<file path="config.mk">
export PLATFORM = sky130hd
export DESIGN_NAME = crc_fcs_tx_ctrl
export DESIGN_NICKNAME = d
export VERILOG_FILES = /design/src/rtl/crc_fcs_pkg.sv /design/src/rtl/crc_fcs_tx_ctrl_lfsr.sv /design/src/rtl/crc_fcs_tx_ctrl.sv
export SDC_FILE = /design/constraint.sdc
export NUM_CORES = 1
export LEC_CHECK = 0
export BUFFER_PORTS_ARGS = -buffer_cell sky130_fd_sc_hd__buf_4
export CORE_ASPECT_RATIO = 0.8
export CORE_UTILIZATION = 25
export DETAILED_ROUTE_END_ITERATION = 10
export GPL_ROUTABILITY_DRIVEN = 0
export SLEW_MARGIN = 20
export SYNTH_ARGS = -nofsm -noshare
export SYNTH_HDL_FRONTEND = slang
export SYNTH_SLANG_ARGS = --single-unit
</file>
<file path="constraint.sdc">
create_clock -name clk -period 3.3 [get_ports clk]
set_input_delay 0.99 -clock clk [delete_from_list [all_inputs] [get_ports clk]]
set_output_delay 0.99 -clock clk [all_outputs]
set_load 0.01 [all_outputs]
</file>
<file path="src/rtl/crc_fcs_pkg.sv">
// Shared constants and state encoding for the transmit FCS sequencer.
`timescale 1ns/1ps
package crc_fcs_pkg;
   localparam logic [31:0] CRC32_POLY    = 32'h04c11db7;
   localparam logic [31:0] CRC32_INIT    = 32'hFFFFFFFF;
   localparam logic [31:0] CRC32_RESIDUE = 32'hDEBB20E3;
   localparam int          FCS_BYTES     = 4;

   typedef enum logic [1:0] {IDLE, PAYLOAD, PAD, FCS} state_e;
endpackage

</file>
<file path="src/rtl/crc_fcs_tx_ctrl_lfsr.sv">
// Combinational LFSR next-state: advances state_in by DATA_WIDTH data bits.
`timescale 1ns/1ps
module crc_fcs_tx_ctrl_lfsr #(
   parameter int                 WIDTH      = 32,
   parameter logic [WIDTH-1:0]   POLY       = 32'h04c11db7,
   parameter bit                 REVERSE    = 1'b1,
   parameter int                 DATA_WIDTH = 8
) (
   input  logic [WIDTH-1:0]      state_in,
   input  logic [DATA_WIDTH-1:0] data_in,
   output logic [WIDTH-1:0]      state_out
);
   logic [WIDTH-1:0] poly_rev;

   for (genvar gi = 0; gi < WIDTH; gi++) begin : g_rev
      assign poly_rev[gi] = POLY[WIDTH-1-gi];
   end

   // Reflected mode shifts right and consumes data LSB first.
   always_comb begin
      logic [WIDTH-1:0] s;
      logic             fb;
      s  = state_in;
      fb = 1'b0;
      for (int i = 0; i < DATA_WIDTH; i++) begin
         if (REVERSE) begin
            fb = s[0] ^ data_in[i];
            s  = s >> 1;
            if (fb) s = s ^ poly_rev;
         end else begin
            fb = s[WIDTH-1] ^ data_in[DATA_WIDTH-1-i];
            s  = s << 1;
            if (fb) s = s ^ POLY;
         end
      end
      state_out = s;
   end
endmodule

</file>
<file path="src/rtl/crc_fcs_tx_ctrl.sv">
// Transmit frame sequencer: forwards payload, zero-pads short frames and
// appends the inverted CRC32 FCS, least significant byte first.
`timescale 1ns/1ps
module crc_fcs_tx_ctrl
   import crc_fcs_pkg::*;
#(
   parameter bit ENABLE_PADDING   = 1'b1,
   parameter int MIN_FRAME_LENGTH = 64
) (
   input  logic       clk,
   input  logic       rst_n,
   input  logic [7:0] s_axis_tdata,
   input  logic       s_axis_tvalid,
   output logic       s_axis_tready,
   input  logic       s_axis_tlast,
   input  logic       s_axis_tuser,
   output logic [7:0] m_axis_tdata,
   output logic       m_axis_tvalid,
   input  logic       m_axis_tready,
   output logic       m_axis_tlast,
   output logic       m_axis_tuser
);
   localparam logic [16:0] PAY_MIN = 17'(MIN_FRAME_LENGTH - FCS_BYTES);

   state_e      state_q,    state_d;
   logic [31:0] crc_q,      crc_d;
   logic [15:0] byte_cnt_q, byte_cnt_d;
   logic [1:0]  fcs_idx_q,  fcs_idx_d;
   logic [7:0]  tdata_q,    tdata_d;
   logic        tvalid_q,   tvalid_d;
   logic        tlast_q,    tlast_d;
   logic        tuser_q,    tuser_d;
   logic        run_q;

   logic        out_free;
   logic        accept;
   logic [7:0]  lfsr_data;
   logic [31:0] crc_next;
   logic [16:0] cnt_inc;
   logic [31:0] fcs_word;

   crc_fcs_tx_ctrl_lfsr #(
      .WIDTH      (32),
      .POLY       (CRC32_POLY),
      .REVERSE    (1'b1),
      .DATA_WIDTH (8)
   ) u_lfsr (
      .state_in  (crc_q),
      .data_in   (lfsr_data),
      .state_out (crc_next)
   );

   // run_q keeps tready low while rst_n is asserted even though out_free is high.
   assign out_free      = !tvalid_q || m_axis_tready;
   assign s_axis_tready = run_q && out_free && (state_q == IDLE || state_q == PAYLOAD);
   assign accept        = s_axis_tvalid && s_axis_tready;
   assign lfsr_data     = (state_q == PAD) ? 8'h00 : s_axis_tdata;
   assign cnt_inc       = {1'b0, byte_cnt_q} + 17'd1;
   assign fcs_word      = ~crc_q;

   always_comb begin
      state_d    = state_q;
      crc_d      = crc_q;
      byte_cnt_d = byte_cnt_q;
      fcs_idx_d  = fcs_idx_q;
      tdata_d    = tdata_q;
      tvalid_d   = tvalid_q;
      tlast_d    = tlast_q;
      tuser_d    = tuser_q;
      if (out_free) tvalid_d = 1'b0;

      case (state_q)
         IDLE, PAYLOAD: begin
            if (accept) begin
               tdata_d    = s_axis_tdata;
               tvalid_d   = 1'b1;
               tlast_d    = 1'b0;
               tuser_d    = 1'b0;
               crc_d      = crc_next;
               byte_cnt_d = cnt_inc[16] ? 16'hFFFF : cnt_inc[15:0];
               state_d    = PAYLOAD;
               if (s_axis_tlast) begin
                  if (s_axis_tuser) begin
                     tlast_d    = 1'b1;
                     tuser_d    = 1'b1;
                     state_d    = IDLE;
                     crc_d      = CRC32_INIT;
                     byte_cnt_d = '0;
                  end else if (ENABLE_PADDING && cnt_inc < PAY_MIN) begin
                     state_d = PAD;
                  end else begin
                     state_d   = FCS;
                     fcs_idx_d = '0;
                  end
               end
            end
         end
         PAD: begin
            if (out_free) begin
               tdata_d    = 8'h00;
               tvalid_d   = 1'b1;
               tlast_d    = 1'b0;
               tuser_d    = 1'b0;
               crc_d      = crc_next;
               byte_cnt_d = cnt_inc[15:0];
               if (cnt_inc == PAY_MIN) begin
                  state_d   = FCS;
                  fcs_idx_d = '0;
               end
            end
         end
         FCS: begin
            if (out_free) begin
               tdata_d  = fcs_word[{fcs_idx_q, 3'b000} +: 8];
               tvalid_d = 1'b1;
               tlast_d  = (fcs_idx_q == 2'd3);
               tuser_d  = 1'b0;
               if (fcs_idx_q == 2'd3) begin
                  state_d    = IDLE;
                  crc_d      = CRC32_INIT;
                  byte_cnt_d = '0;
                  fcs_idx_d  = '0;
               end else begin
                  fcs_idx_d = fcs_idx_q + 2'd1;
               end
            end
         end
         default: state_d = IDLE;
      endcase
   end

   always_ff @(posedge clk or negedge rst_n) begin
      if (!rst_n) begin
         state_q    <= IDLE;
         crc_q      <= CRC32_INIT;
         byte_cnt_q <= '0;
         fcs_idx_q  <= '0;
         tdata_q    <= '0;
         tvalid_q   <= 1'b0;
         tlast_q    <= 1'b0;
         tuser_q    <= 1'b0;
         run_q      <= 1'b0;
      end else begin
         state_q    <= state_d;
         crc_q      <= crc_d;
         byte_cnt_q <= byte_cnt_d;
         fcs_idx_q  <= fcs_idx_d;
         tdata_q    <= tdata_d;
         tvalid_q   <= tvalid_d;
         tlast_q    <= tlast_d;
         tuser_q    <= tuser_d;
         run_q      <= 1'b1;
      end
   end

   assign m_axis_tdata  = tdata_q;
   assign m_axis_tvalid = tvalid_q;
   assign m_axis_tlast  = tlast_q;
   assign m_axis_tuser  = tuser_q;
endmodule

</file>
==> flow_summary.json <==
{
  "crit_path_end_kind": "register",
  "vias_per_cell": 4.85,
  "clkTransAtPathRegs_ps": 50,
  "setup_viol_count_final": 0,
  "drt.antenna.violating_nets": 0,
  "critical_path_class": "register to register",
  "antenna_found_initial": 0,
  "fin_tns_setup_ps": 0,
  "status": "finished clean",
  "numPortBuffers": 25,
  "antenna_cells": 0,
  "chipHeight_um": 117,
  "min_to": "m_axis_tdata[0]$_DFFE_PN0P_",
  "clock_insertion_delay_worst_skew_ps": 340,
  "worstMarginPinSlew_ps": 834,
  "boundaryPins": 26,
  "drt-total-wl_um": 10200,
  "yosysSeqAreaShare_pct": 39.8,
  "fillers": 1611,
  "multi_input_area_um2": 2340,
  "ys_warn_count": 0,
  "synth_flop_cell": "dfstp_2",
  "critical_path_arrival_ps": 3090,
  "synth_area_um2": 4120,
  "slowest_stage": "dfrtp_1",
  "drcViolationCount": 0,
  "slew_viol_final": 0,
  "rsz0062_at_grt": "no",
  "fin_nets": 471,
  "crit_required_ps": 3520,
  "first_pass_iters": 5,
  "grt_max_degree": 65,
  "avgRoutedWirePerCell_um": 15.1,
  "ff_latch_area_um2": 1640,
  "numCtsBuffers": 9,
  "track_usage_pct": 12.9,
  "rrSetupSlack_ps": 430,
  "hold_viol": 0,
  "drv_cap": 0,
  "final_util_pct": 30.8,
  "r2r_cells": 8,
  "final_area_um2": 4910,
  "die_area_um2": 17000,
  "ys_ff_latch": 64,
  "synthArstFlopShare_pct": 100,
  "crit_fanout": 9,
  "worst_r2r_endpoint": "fcs_idx_q[0]$_DFFE_PN0P_",
  "core_area_um2": 16000,
  "worst_hold_path.num_cells": 1,
  "cts_tree": "built",
  "yosys.area.top_type": "dfstp_2",
  "skew_ps": 9.13,
  "die_w_um": 146,
  "netlist.area_leader.share_pct": 20.4,
  "post_synth.cell_area_avg_um2": 9.70,
  "synthDistinctLibCells": 58,
  "synthTopCellsByArea": "dfstp_2 (20%), dfrtp_1 (19%), xnor2_1 (8.3%)",
  "cts_buffer_depth": 2,
  "cts_setup_buffers": 0,
  "drive_gt1_share_pct": 24.6,
  "grt_overflow": 0,
  "hpwl_um": 7010,
  "place_ws_ps": 459,
  "fmax_mhz": 349,
  "syn-num-nets": 442,
  "placed_cell_area_um2": 4610,
  "cts_resized": 0,
  "worstSetupStartpointType": "register",
  "finalCritPeriodShare_pct": 86.9,
  "grt_pass1_vias": 3226,
  "crit_chain": "ha_1 > nand3_1 > nor3_1 > a31oi_1 > or3_1 > o31a_1 > a211o_1 > a22o_1",
  "worstHoldStart": "m_axis_tdata[0]$_DFFE_PN0P_",
  "area_delta_synth_final_pct": 19.1,
  "drt-initial-drc-count": 197,
  "reg2reg_from": "byte_cnt_q[0]$_DFFE_PN0P_",
  "vias": 3269,
  "synth-edff-count": 0,
  "start_util_pct": 25.8,
  "holdBufCountCts": 0,
  "cts_num_sinks": 64,
  "rows": 41,
  "syn_inst": 425,
  "fin_ws_ps": 434,
  "grt_pass1_wl_um": 17300,
  "cts_root_buf": "clkbuf_16",
  "period_needed_ps": 2870,
  "max-slew-margin-rel_pct": 44.4,
  "hp-class": "register to register",
  "slowest_delay_ps": 500,
  "cts_htree_levels": 3
}
-- layer usage --
metal,share of wire [%],vias up,global-route usage (%)
met5,0,-,0
met3,3.8,10,2.79
met2,43,61,18.8
met1,52,1624,18.5
li1,-,1574,-
met4,1.4,0,5.05
-- cells in the mapped netlist (all sizes together) (3+ instances only) --
library cell  instances
a21oi                46
a22o                  3
a31oi                11
and2                  5
and3                  4
buf                   3
clkbuf               20
dfrtp                32
dfstp                32
ha                    3
inv                  13
mux4                  8
nand2                22
nand3                14
nor2                 48
nor2b                 3
nor3                  8
nor4                  4
o211ai                3
o21a                 11
o21ai                18
o221ai                8
o22a                  4
o31a                  3
xnor2                41
xor2                 28
-- kinds of logic (layout without fill, tap and decap cells) --
group	count (synthesis)	after routing	share of synthesized area [%]
other	1	1	0.0910
adder cells (fa/ha/maj)	3	3	0.911
AO/OA/AOI/OAI	123	123	19.2
AND/OR/NAND/NOR	117	117	14.1
flip-flops	64	64	39.8
buffers and inverters	36	70	3.34
XOR/XNOR	73	73	18.2
multiplexers	8	8	4.37
-- critical path, delay by kind of cell, from the launching register on --
kind | cells | cell delay [ps]
AO/OA/AOI/OAI | 4 | 960
adder cells (fa/ha/maj) | 1 | 310
flip-flops | 1 | 500
AND/OR/NAND/NOR | 3 | 1000
-- layout make-up --
class / instances / area share (%)
Multi-Input combinational cell: 325 / 47.7
Sequential cell: 64 / 33.4
Timing Repair Buffer: 41 / 6.27
Tap cell: 215 / 5.48
Clock buffer: 11 / 4.95
Clock inverter: 5 / 1.15
Inverter: 13 / 0.994
-- cell usage in the layout (no fill, tap or decap), types with 2 or more instances in the layout --
cell type | synthesis | layout
dfrtp_1 | 32 | 32
dfstp_2 | 32 | 32
clkbuf_16 | 0 | 9
nor2b_1 | 3 | 3
xor2_2 | 5 | 5
o21ai_0 | 17 | 16
and3_1 | 4 | 4
o22ai_1 | 2 | 2
xor3_1 | 2 | 2
inv_1 | 13 | 13
clkinv_2 | 0 | 2
o31a_1 | 3 | 3
buf_4 | 0 | 41
xnor3_1 | 2 | 2
xnor2_2 | 2 | 2
a211o_1 | 2 | 2
o21ai_1 | 1 | 2
nand2_1 | 22 | 22
mux4_2 | 8 | 8
and2_1 | 4 | 4
ha_1 | 3 | 3
o22a_1 | 4 | 4
a21oi_1 | 46 | 46
a31oi_1 | 11 | 11
o221ai_1 | 8 | 8
xnor2_1 | 39 | 39
a311o_1 | 2 | 2
a22o_1 | 3 | 3
xor2_1 | 23 | 23
nor2_1 | 48 | 48
o31ai_1 | 2 | 2
nor3_1 | 8 | 8
o211ai_1 | 3 | 3
o21a_1 | 11 | 11
nand3_1 | 12 | 12
nor4_1 | 3 | 3
-- state kept, by name, indices dropped and copies added, names as in the netlist --
signal / flops
crc_q: 32
byte_cnt_q: 16
state_q: 2
m_axis_tdata: 8
m_axis_tlast: 1
m_axis_tvalid: 1
fcs_idx_q: 2
m_axis_tuser: 1
run_q: 1
-- worst max-delay path by stage --
stage                                   start                       end  slack [ps]  depth (start not counted)
CTS                 byte_cnt_q[0]$_DFFE_PN0P_  fcs_idx_q[0]$_DFFE_PN0P_         460                          8
detailed placement            s_axis_tdata[2]     crc_q[24]$_DFFE_PN1P_         460                          8
global route        byte_cnt_q[0]$_DFFE_PN0P_  fcs_idx_q[0]$_DFFE_PN0P_         260                          8
finish              byte_cnt_q[0]$_DFFE_PN0P_  fcs_idx_q[0]$_DFFE_PN0P_         430                          8
floorplan                     s_axis_tdata[0]     crc_q[20]$_DFFE_PN1P_         640                          6
global placement              s_axis_tdata[1]     crc_q[23]$_DFFE_PN1P_         480                          7
-- per-stage QoR --
stage / cells / hold slack [ps]
after global placement: 658 / 477
after global routing: 674 / 507
after floorplan: 425 / 471
after detailed placement: 658 / 481
after CTS: 674 / 493
final: 674 / 486
Power is not shown: default switching activity piles up to over one toggle a cycle in this logic, so the estimate is an artifact.
